===== src/rtl/hdm_pkg.sv =====
// Shared types and helpers for halt_dump_monitor.
package hdm_pkg;

    typedef enum logic [2:0] {
        WATCH = 3'd0,
        READ  = 3'd1,
        WAIT  = 3'd2,
        OUT   = 3'd3,
        DONE  = 3'd4
    } hdm_state_e;

    // Counter must be able to hold the threshold value itself.
    function automatic int stable_cnt_w(input int stable_cycles);
        return (stable_cycles < 1) ? 1 : $clog2(stable_cycles + 1);
    endfunction

endpackage


===== src/rtl/hdm_stable_detect.sv =====
// Jump-to-self detector: counts consecutive identical {pc,inst} fetches and
// emits a one-cycle halt_pulse on the fetch that reaches STABLE_CYCLES.
module hdm_stable_detect
    import hdm_pkg::*;
#(
    parameter int DATA_W        = 32,
    parameter int ADDR_W        = 8,
    parameter int STABLE_CYCLES = 16
) (
    input  logic              clk,
    input  logic              rst_n,
    input  logic              en,
    input  logic              clr,
    input  logic              inst_valid,
    input  logic [DATA_W-1:0] inst,
    input  logic [ADDR_W-1:0] pc,
    output logic              halt_pulse
);

    localparam int CNT_W = stable_cnt_w(STABLE_CYCLES);

    logic              prev_valid;
    logic [ADDR_W-1:0] prev_pc;
    logic [DATA_W-1:0] prev_inst;
    logic [CNT_W-1:0]  stable_cnt;
    logic [CNT_W-1:0]  cnt_inc;
    logic              match;

    assign match      = prev_valid && (pc == prev_pc) && (inst == prev_inst);
    assign cnt_inc    = stable_cnt + CNT_W'(1);
    assign halt_pulse = en && inst_valid && match && (cnt_inc == CNT_W'(STABLE_CYCLES));

    always_ff @(posedge clk or negedge rst_n) begin
        if (!rst_n) begin
            prev_valid <= 1'b0;
            prev_pc    <= '0;
            prev_inst  <= '0;
            stable_cnt <= '0;
        end else if (clr) begin
            prev_valid <= 1'b0;
            stable_cnt <= '0;
        end else if (en && inst_valid) begin
            if (!match) begin
                prev_valid <= 1'b1;
                prev_pc    <= pc;
                prev_inst  <= inst;
                stable_cnt <= '0;
            end else if (halt_pulse) begin
                stable_cnt <= '0;
            end else begin
                stable_cnt <= cnt_inc;
            end
        end
    end

endmodule


===== src/rtl/halt_dump_monitor.sv =====
// Program-end monitor: detects a jump-to-self fetch loop, then streams a RAM
// window out over valid/ready. Optional watchdog trigger: HDM_WATCHDOG_EN.
module halt_dump_monitor
    import hdm_pkg::*;
#(
    parameter int DATA_W        = 32,
    parameter int ADDR_W        = 8,
    parameter int STABLE_CYCLES = 16,
    parameter int DUMP_BASE     = 0,
    parameter int DUMP_COUNT    = 12,
    parameter int WDOG_CYCLES   = 65536
) (
    input  logic              clk,
    input  logic              rst_n,
    input  logic              inst_valid,
    input  logic [DATA_W-1:0] inst,
    input  logic [ADDR_W-1:0] pc,
    output logic              mem_rd_en,
    output logic [ADDR_W-1:0] mem_addr,
    input  logic [DATA_W-1:0] mem_rd_data,
    output logic              dump_valid,
    input  logic              dump_ready,
    output logic [ADDR_W-1:0] dump_addr,
    output logic [DATA_W-1:0] dump_data,
    output logic              dump_last,
    output logic              halted,
    output logic              done,
    output logic              timeout,
    input  logic              rearm
);

    if (STABLE_CYCLES < 1) begin : g_bad_stable
        $error("halt_dump_monitor: STABLE_CYCLES must be >= 1");
    end
    if (DUMP_COUNT < 1) begin : g_bad_count
        $error("halt_dump_monitor: DUMP_COUNT must be >= 1");
    end
    if ((longint'(DUMP_BASE) + longint'(DUMP_COUNT)) > (longint'(1) << ADDR_W)) begin : g_bad_window
        $error("halt_dump_monitor: dump window exceeds address space");
    end
    if (WDOG_CYCLES < 1) begin : g_bad_wdog
        $error("halt_dump_monitor: WDOG_CYCLES must be >= 1");
    end

    localparam int                IDX_W    = (DUMP_COUNT > 1) ? $clog2(DUMP_COUNT) : 1;
    localparam logic [IDX_W-1:0]  LAST_IDX = IDX_W'(DUMP_COUNT - 1);
    localparam logic [ADDR_W-1:0] BASE     = ADDR_W'(DUMP_BASE);

    hdm_state_e        state, state_nxt;
    logic [IDX_W-1:0]  idx;
    logic [ADDR_W-1:0] rd_addr;
    logic              halt_pulse;
    logic              wdog_fire;
    logic              rearm_ok;

    assign rd_addr   = BASE + ADDR_W'(idx);
    assign rearm_ok  = (state == DONE) && rearm;
    assign mem_rd_en = (state == READ);
    assign mem_addr  = mem_rd_en ? rd_addr : '0;

    hdm_stable_detect #(
        .DATA_W        (DATA_W),
        .ADDR_W        (ADDR_W),
        .STABLE_CYCLES (STABLE_CYCLES)
    ) u_detect (
        .clk        (clk),
        .rst_n      (rst_n),
        .en         (state == WATCH),
        .clr        (rearm_ok),
        .inst_valid (inst_valid),
        .inst       (inst),
        .pc         (pc),
        .halt_pulse (halt_pulse)
    );

`ifdef HDM_WATCHDOG_EN
    localparam int WDOG_W = (WDOG_CYCLES > 1) ? $clog2(WDOG_CYCLES) : 1;

    logic [WDOG_W-1:0] wdog_cnt;
    logic              timeout_q;

    assign wdog_fire = (state == WATCH) && (wdog_cnt == WDOG_W'(WDOG_CYCLES - 1));
    assign timeout   = timeout_q;

    // A real halt on the same cycle as the watchdog takes precedence.
    always_ff @(posedge clk or negedge rst_n) begin
        if (!rst_n) begin
            wdog_cnt  <= '0;
            timeout_q <= 1'b0;
        end else if (rearm_ok) begin
            wdog_cnt  <= '0;
            timeout_q <= 1'b0;
        end else if (state == WATCH) begin
            if (!wdog_fire)
                wdog_cnt <= wdog_cnt + WDOG_W'(1);
            if (wdog_fire && !halt_pulse)
                timeout_q <= 1'b1;
        end
    end
`else
    assign wdog_fire = 1'b0;
    assign timeout   = 1'b0;
`endif

    always_ff @(posedge clk or negedge rst_n) begin
        if (!rst_n)
            state <= WATCH;
        else
            state <= state_nxt;
    end

    always_comb begin
        state_nxt = state;
        unique case (state)
            WATCH:   if (halt_pulse || wdog_fire) state_nxt = READ;
            READ:    state_nxt = WAIT;
            WAIT:    state_nxt = OUT;
            OUT:     if (dump_ready) state_nxt = dump_last ? DONE : READ;
            DONE:    if (rearm) state_nxt = WATCH;
            default: state_nxt = WATCH;
        endcase
    end

    // RAM data is valid in WAIT, one cycle after the READ strobe.
    always_ff @(posedge clk or negedge rst_n) begin
        if (!rst_n) begin
            idx        <= '0;
            dump_valid <= 1'b0;
            dump_addr  <= '0;
            dump_data  <= '0;
            dump_last  <= 1'b0;
            halted     <= 1'b0;
            done       <= 1'b0;
        end else begin
            unique case (state)
                WATCH: if (halt_pulse) halted <= 1'b1;
                WAIT: begin
                    dump_data  <= mem_rd_data;
                    dump_addr  <= rd_addr;
                    dump_last  <= (idx == LAST_IDX);
                    dump_valid <= 1'b1;
                end
                OUT: if (dump_ready) begin
                    dump_valid <= 1'b0;
                    if (dump_last)
                        done <= 1'b1;
                    else
                        idx <= idx + IDX_W'(1);
                end
                DONE: if (rearm) begin
                    halted <= 1'b0;
                    done   <= 1'b0;
                    idx    <= '0;
                end
                default: ;
            endcase
        end
    end

endmodule


===== config.mk =====
export PLATFORM = sky130hd
export DESIGN_NAME = halt_dump_monitor
export DESIGN_NICKNAME = d
export VERILOG_FILES = /design/src/rtl/hdm_pkg.sv /design/src/rtl/hdm_stable_detect.sv /design/src/rtl/halt_dump_monitor.sv
export SDC_FILE = /design/constraint.sdc
export NUM_CORES = 1
export LEC_CHECK = 0
export BUFFER_PORTS_ARGS = -buffer_cell sky130_fd_sc_hd__buf_2
export CORE_MARGIN = 2
export CORE_UTILIZATION = 53
export DETAILED_ROUTE_END_ITERATION = 8
export PLACE_DENSITY = 0.86
export SYNTH_ARGS = -nofsm -noshare
export SYNTH_HDL_FRONTEND = slang
export SYNTH_SLANG_ARGS = --single-unit

===== constraint.sdc =====
create_clock -name clk -period 5.1 [get_ports clk]
set_input_delay 0.51 -clock clk [delete_from_list [all_inputs] [get_ports clk]]
set_output_delay 0.51 -clock clk [all_outputs]
set_load 0.005 [all_outputs]

==> summary.txt, run 1 <==
Setup path
  • Worst setup SP type: flip-flop
  • Worst path slowest cell: nand2_2
  • WS Path Type: reg -> reg
  • CP cell instances: xnor2_1 > nand4_1 > nor4_1 > nand3_1 > nand2_2 > mux2_2
  • Crit-path max cell delay: 0.77 ns
  • CP Max Fanout: 39
  • Critical path arrival: 2.91 ns
  • R2r setup slk: 2.43 ns
  • Crit. End Element: flip-flop
  • Worst Path Required: 5.34 ns

Logic synthesis
  • Post-Synth XOR/XNOR Area: 8.42%
  • Synth Area per Inst: 12.8 sq um
  • Async SR Flop Fraction: 100%
  • Adder-Cell Fraction of Synth Area: 0.573%
  • Synth Area in Simple Gates: 10.5%
  • Post-synth EDFFs: 0
  • Post-synthesis mux area share: just over 20%
  • Cell Area, Synth: 4370 sq um
  • Synth top area cells: dfrtp_1 (53%), mux2_2 (17%), xnor2_1 (8.0%)
  • Yosys warnings: 0
  • Complex-gate fraction of the synthesized area: 3.21%
  • Seq/Total Area, Yosys: between 50% and 60%
  • Cells after synthesis: 342
  • Post-synth top area share: 53.3%
  • Yosys reg bits: between 90 and 100
  • Main combinational cell family by area after synthesis: multiplexers
  • Distinct cells, synth: 38
  • Synth Flop Type: dfrtp_1
  • Cell taking the most area after synthesis: dfrtp_1
  • Commonest cells post-synth: dfrtp_1 (93), mux2_2 (67), xnor2_1 (40)
  • Most common cell in the netlist: dfrtp_1

Clocking
  • Postcts setup bufs: 0
  • CTS Buf Count: 9
  • Worst-path clk slew: 0.10 ns
  • CTS Root Cell: clkbuf_8
  • CTS Buffer Depth: 2
  • Hold Buf Count CTS: 0
  • PostCTS Resize Cnt: 0
  • CTS Sinks: 93
  • H-tree depth: 3
  • CTS tree: built
  • Later-pin clock latency in the skew report: 0.36 ns

Placed design
  • Port-buffer cells: 121
  • DP Area: approximately 5000 sq um
  • Worst slack, placed: about 2.2 ns
  • HPWL after DPL: 6720 um
  • GP Congestion: between 0.8 and 0.9

Global routing
  • First-pass GRT wire length: 14,800 um
  • Largest net degree at the start of global routing: 94
  • Vias in the first global route: 3,167
  • Total gr overflow: 0
  • Initial antenna violation count: 0
  • Global Route Usage Sum: 21.2%

Floorplan
  • Initial Util: 54.0%
  • FP Rows: 33
  • DIE AREA: roughly 9000 sq um
  • Core area: 8090 sq um
  • DIE WIDTH: 94.8 um
  • IO Pins: approximately 130
  • Die height: 94.8 um

Pwr
  • VDD IR max: 0.000297 V
  • Leakage power: 2.41 nW
  • P per Cell Area: 556 nW/um^2

Min path
  • Min-Delay Path Class: in -> async

Layout
  • Diode count: 0
  • Final nets: 541
  • Design area: ~5200 sq um
  • Layout cells sized above 1: 46.5%
  • Area Overhead vs Synth: 18.4%
  • Final Core Density: between 60% and 70%

Timing
  • Slew margin rel.: a little under a quarter
  • Max Transition Viols Final: 0
  • Fin crit period: 2.67 ns
  • Final setup viols: 0
  • Actual slew at the worst max-slew pin: 1.15 ns
  • Peak Freq: between 300 and 400 MHz
  • Final count of hold timing violations: 0
  • Setup TNS Final: 0 ns
  • Post-route setup slack: 2.43 ns
  • Period utilisation layout: between 50% and 60%
  • Setup repair after global routing missed its margin: false
  • Clock skew: between 0.015 and 0.02 ns

Detailed routing
  • ANT nets after route: 0
  • Total routed wirelength: 9100 um
  • Wirelength per Cell: around 16 um
  • Via count: just over 3,000
  • DR pass1 iterations: 4
  • DRC violations left: 0
  • First DRT Iteration DRCs: approximately 160
  • Via density: 5.38

Status
  • Status: finished clean

Run
  • Max_cap viols: 0
==> final cells by class <==
class                      count  area (sq um)
fill                         616          2920
sequential                    93          2330
multi-input combinational    235          1920
timing repair buffer         121           608
clock buffer                  11           131
tap                          105           131
clock inverter                 5          43.8
inverter                       2          7.51
==> state kept, by name (all words and copies together) (netlist names) <==
| signal | count |
|---|---|
| u_detect.prev_inst | 32 |
| u_detect.prev_valid | 1 |
| idx | 4 |
| u_detect.prev_pc | 8 |
| halted | 1 |
| u_detect.stable_cnt | 5 |
| dump_valid | 1 |
| dump_data | 32 |
| state | 3 |
| dump_addr | 4 |
| done | 1 |
| dump_last | 1 |
==> cell families after synthesis <==
family | Yosys count
flip-flops | 93
AND/OR/NAND/NOR | 86
multiplexers | 76
XOR/XNOR | 42
buffers and inverters | 22
AO/OA/AOI/OAI | 20
adder cells (fa/ha/maj) | 2
other | 1
==> worst max-delay path: cells and delay by family, from the launching register on <==
kind          cells  cell delay (ns)
xor+xnor          1             0.29
flops             1             0.41
simple gates      4             1.41
mux               1             0.43
==> stage by stage <==
stage,instances,hold slack (ns),power (W)
floorplan,350,0.214,0.00206
global placement,556,0.456,0.00237
detailed placement,556,0.468,0.00244
CTS,572,0.362,0.00290
global route,572,0.367,0.00306
finish,572,0.378,0.00288
==> cells in the final DEF (no fill, tap or decap), types with 3 or more instances in the layout <==
cell,synthesis,layout
clkbuf_8,0,9
a21oi_1,4,4
buf_2,6,120
conb_1,1,9
clkinv_4,0,3
nor3_1,3,3
nand3_1,9,9
mux2_4,9,9
nor4_1,4,4
a21o_1,3,3
o21ai_0,3,3
nand2_1,22,22
nand4_1,20,20
xnor2_1,40,40
dfrtp_1,93,93
and2_1,4,4
nor2_1,10,9
mux2_2,67,67
and3_1,4,4
==> report_power, final <==
| group | switching, W | internal, W | total (W) | leakage, nW |
|---|---|---|---|---|
| logic | 0.000466 | 0.000638 | 0.00110 | 1.20 |
| clock network | 0.000267 | 0.000184 | 0.000451 | 0.0885 |
| registers | 0.000243 | 0.00108 | 0.00132 | 1.12 |
==> path summary, 6_finish.rpt <==
check                                                   from                                end  cells past startpoint
max in group asynchronous                              rst_n          dump_data[19]$_DFFE_PN0P_                      1
hold reg to reg                       dump_valid$_DFFE_PN0P_             dump_valid$_DFFE_PN0P_                      1
setup reg to reg           u_detect.prev_inst[7]$_DFFE_PN0P_  u_detect.prev_inst[0]$_DFFE_PN0P_                      6
setup / recovery           u_detect.prev_inst[7]$_DFFE_PN0P_  u_detect.prev_inst[0]$_DFFE_PN0P_                      6
min in group clk                              mem_rd_data[8]           dump_data[8]$_DFFE_PN0P_                      2
hold / removal                                         rst_n  u_detect.prev_inst[9]$_DFFE_PN0P_                      1
==> routing by layer <==
layer / GRT usage, % / routed length [um] / up-vias
met5: 0 / 0 / -
met4: 8.33 / 127 / 0
met3: 6.23 / 736 / 9
met2: 34.3 / 4320 / 127
met1: 26.9 / 3910 / 1506
li1: - / - / 1434
No activity file was read; power rests on OpenSTA's default activity.
==> inputs of run 2 (changes only) <==
--- a/config.mk
+++ b/config.mk
@@ -7,9 +7,9 @@
 export LEC_CHECK = 0
 export BUFFER_PORTS_ARGS = -buffer_cell sky130_fd_sc_hd__buf_2
 export CORE_MARGIN = 2
-export CORE_UTILIZATION = 53
+export CORE_UTILIZATION = 52
 export DETAILED_ROUTE_END_ITERATION = 8
-export PLACE_DENSITY = 0.86
+export PLACE_DENSITY = 0.84
 export SYNTH_ARGS = -nofsm -noshare
 export SYNTH_HDL_FRONTEND = slang
 export SYNTH_SLANG_ARGS = --single-unit
==> constraint.sdc (replaced) <==
create_clock -name clk -period 2.6 [get_ports clk]
set_input_delay 0.26 -clock clk [delete_from_list [all_inputs] [get_ports clk]]
set_output_delay 0.26 -clock clk [all_outputs]
set_load 0.005 [all_outputs]
==> summary.txt, run 2 (synthesis gave the netlist of run 1 again) <==
Status
  • Status: finished clean

Detailed routing
  • Total routed wirelength: 9140 um (+0.38%)
  • ANT nets after route: 0 (unchanged)
  • Via count: 3,014 (-2.0%)
  • DR pass1 iterations: 4 (unchanged)
  • Via density: 5.24 (-2.5%)
  • Wirelength per Cell: 15.9 um (-0.14%)
  • DRC violations left: 0 (unchanged)
  • First DRT Iteration DRCs: 115 (-26%)

Setup path
  • Worst setup SP type: flip-flop
  • Critical path arrival: 2.47 ns (-0.44 ns)
  • WS Path Type: reg -> reg
  • Crit. End Element: flip-flop
  • Worst Path Required: 2.84 ns (-2.50 ns)
  • CP Max Fanout: 39 (unchanged)

Placed design
  • Port-buffer cells: 121 (unchanged)
  • Worst slack, placed: 0.409 ns (-1.82 ns)
  • HPWL after DPL: 6910 um (+2.9%)
  • GP Congestion: 0.848 (-2.2%)

Global routing
  • Total gr overflow: 0 (unchanged)
  • First-pass GRT wire length: 14,500 um (-1.5%)
  • Vias in the first global route: 3,144 (-0.73%)
  • Global Route Usage Sum: 20.8% (-0.42 points)
  • Initial antenna violation count: 0 (unchanged)
  • Largest net degree at the start of global routing: 50 (-47%)

Layout
  • Most common cell after layout, fill and taps aside: buf_2
  • Top flop regs: dump_data (32), u_detect.prev_inst (32), u_detect.prev_pc (8)
  • Area Overhead vs Synth: 19.5%
  • Layout cells sized above 1: 46.8% (+0.34 points)
  • Final Core Density: 63.9% (about the same)
  • Fillers: 622 (+0.97%)
  • Area occupied by multi-input gates: 1920 sq um (unchanged)
  • Commonest non-fill, non-tap cells in the layout: buf_2 (120), dfrtp_1 (93), mux2_2 (67)
  • Reg area: 2330 sq um (unchanged)
  • Diode count: 0 (unchanged)
  • Final nets: 545 (+0.74%)

Clocking
  • CTS tree: built
  • Worst-path clk slew: 0.09 ns (about the same)
  • Postcts setup bufs: 0 (unchanged)
  • CTS Buffer Depth: 2 (unchanged)
  • CTS Buf Count: 9 (unchanged)
  • H-tree depth: 3 (unchanged)
  • Later-pin clock latency in the skew report: 0.35 ns (about the same)
  • CTS Root Cell: clkbuf_8
  • CTS Sinks: 93 (unchanged)

Pwr
  • Sw Share: 33.3% (-0.65 points)
  • Clk pwr share: 15.1% (-0.6 points)
  • Pwr Total: 0.00562 W (+95%)
  • Seq pwr share: 46.2% (+0.2 points)
  • P per Cell Area: 1080 nW/um^2 (+94%)
  • Sw Pwr: 0.00187 W (+92%)
  • VDD IR max: 0.000577 V (+94%)
  • Internal power: 0.00375 W (+97%)
  • Leakage power: 2.44 nW (+0.91%)
  • Comb power frac: 38.7% (+0.4 points)

Floorplan
  • Die height: 95.7 um (+0.92%)
  • IO Pins: 131 (unchanged)
  • Initial Util: 53.4% (-0.55 points)
  • DIE WIDTH: 95.7 um (+0.92%)
  • FP Rows: 33 (unchanged)
  • DIE AREA: 9150 sq um (+1.8%)
  • Core area: 8180 sq um (+1.0%)

Timing
  • Clock skew: 0.0108 ns (-0.00480 ns)
  • Period utilisation layout: 85.7% (+33 points)
  • Final setup viols: 0 (unchanged)
  • Max Transition Viols Final: 0 (unchanged)
  • Setup repair after global routing missed its margin: false
  • Actual slew at the worst max-slew pin: 0.654 ns (-0.498 ns)
  • Final count of hold timing violations: 0 (unchanged)
  • Setup TNS Final: 0 ns (unchanged)
  • Slew margin rel.: 56.0% (+33 points)
  • Fin crit period: 2.23 ns (-0.441 ns)
  • Peak Freq: 449 MHz (+20%)
  • Post-route setup slack: 0.371 ns (-2.06 ns)

Run
  • Max_cap viols: 0 (unchanged)

Min path
  • Min-Delay Path Class: in -> reg
==> run 2: cell count changes in the layout (fill, tap and decap cells not counted), moves of 2 or more <==
cell,before,now
clkinv_4,3,0
buf_12,0,2
clkinv_2,0,2
clkinvlp_4,0,2
inv_6,2,0
==> run 2: power groups by stage <==
stage                     logic [W]  clock network [W]  registers (W)
after floorplan             0.00152                  0        0.00252
after global placement      0.00210                  0        0.00257
after detailed placement    0.00219                  0        0.00261
after CTS                   0.00220           0.000869        0.00260
after global routing        0.00238           0.000922        0.00269
final                       0.00217           0.000848        0.00260
==> run 2: metrics by stage <==
stage | cells | instance area (sq um) | hold WS, ns
detailed placement | 559 | 5050 | 0.313
CTS | 575 | 5220 | 0.124
finish | 575 | 5220 | 0.133
global route | 575 | 5220 | 0.120
global placement | 559 | 5050 | 0.307
floorplan | 350 | 4400 | -0.0356
==> run 2: worst paths after layout <==
check / startpoint / to / slack [ns] / cells past startpoint
worst max-delay path: u_detect.prev_inst[30]$_DFFE_PN0P_ / u_detect.prev_inst[23]$_DFFE_PN0P_ / 0.37 / 7
worst min-delay path: mem_rd_data[15] / dump_data[15]$_DFFE_PN0P_ / 0.13 / 2
worst max register to register: u_detect.prev_inst[30]$_DFFE_PN0P_ / u_detect.prev_inst[23]$_DFFE_PN0P_ / 0.37 / 7
worst min register to register: dump_valid$_DFFE_PN0P_ / dump_valid$_DFFE_PN0P_ / 0.48 / 1
max in group asynchronous: rst_n / dump_data[4]$_DFFE_PN0P_ / 1.47 / 3
min in group asynchronous: rst_n / u_detect.prev_inst[4]$_DFFE_PN0P_ / 0.45 / 2
==> run 2: routing by layer <==
| layer | vias up | wire (um) | GRT usage [%] |
|---|---|---|---|
| li1 | 1435 | - | - |
| met1 | 1447 | 3890 | 25.7 |
| met2 | 121 | 4370 | 33.8 |
| met3 | 11 | 764 | 6.80 |
| met4 | 0 | 117 | 8.21 |
| met5 | - | 0 | 0 |
==> run 2: layout make-up <==
class / instances / share of cell area (%)
Sequential cell: 93 / 44.6
Clock inverter: 4 / 0.479
Clock buffer: 11 / 2.71
Inverter: 2 / 0.144
Timing Repair Buffer: 125 / 12.7
Multi-Input combinational cell: 235 / 36.8
Tap cell: 105 / 2.52
==> run 2: worst max-delay path: stages, from the launching register on <==
cell	delay (ns)
dfrtp_1	0.39
xnor2_1	0.26
nand4_1	0.13
nor4_1	0.31
nand3_1	0.23
nand2_2	0.15
buf_12	0.24
mux2_2	0.37
==> run 2: what timing repair did <==
| item | in CTS | in global routing |
|---|---|---|
| gates resized for setup | 0 | 0 |
| hold endpoints to repair | 44 | 0 |
| hold buffers | 1 | 0 |
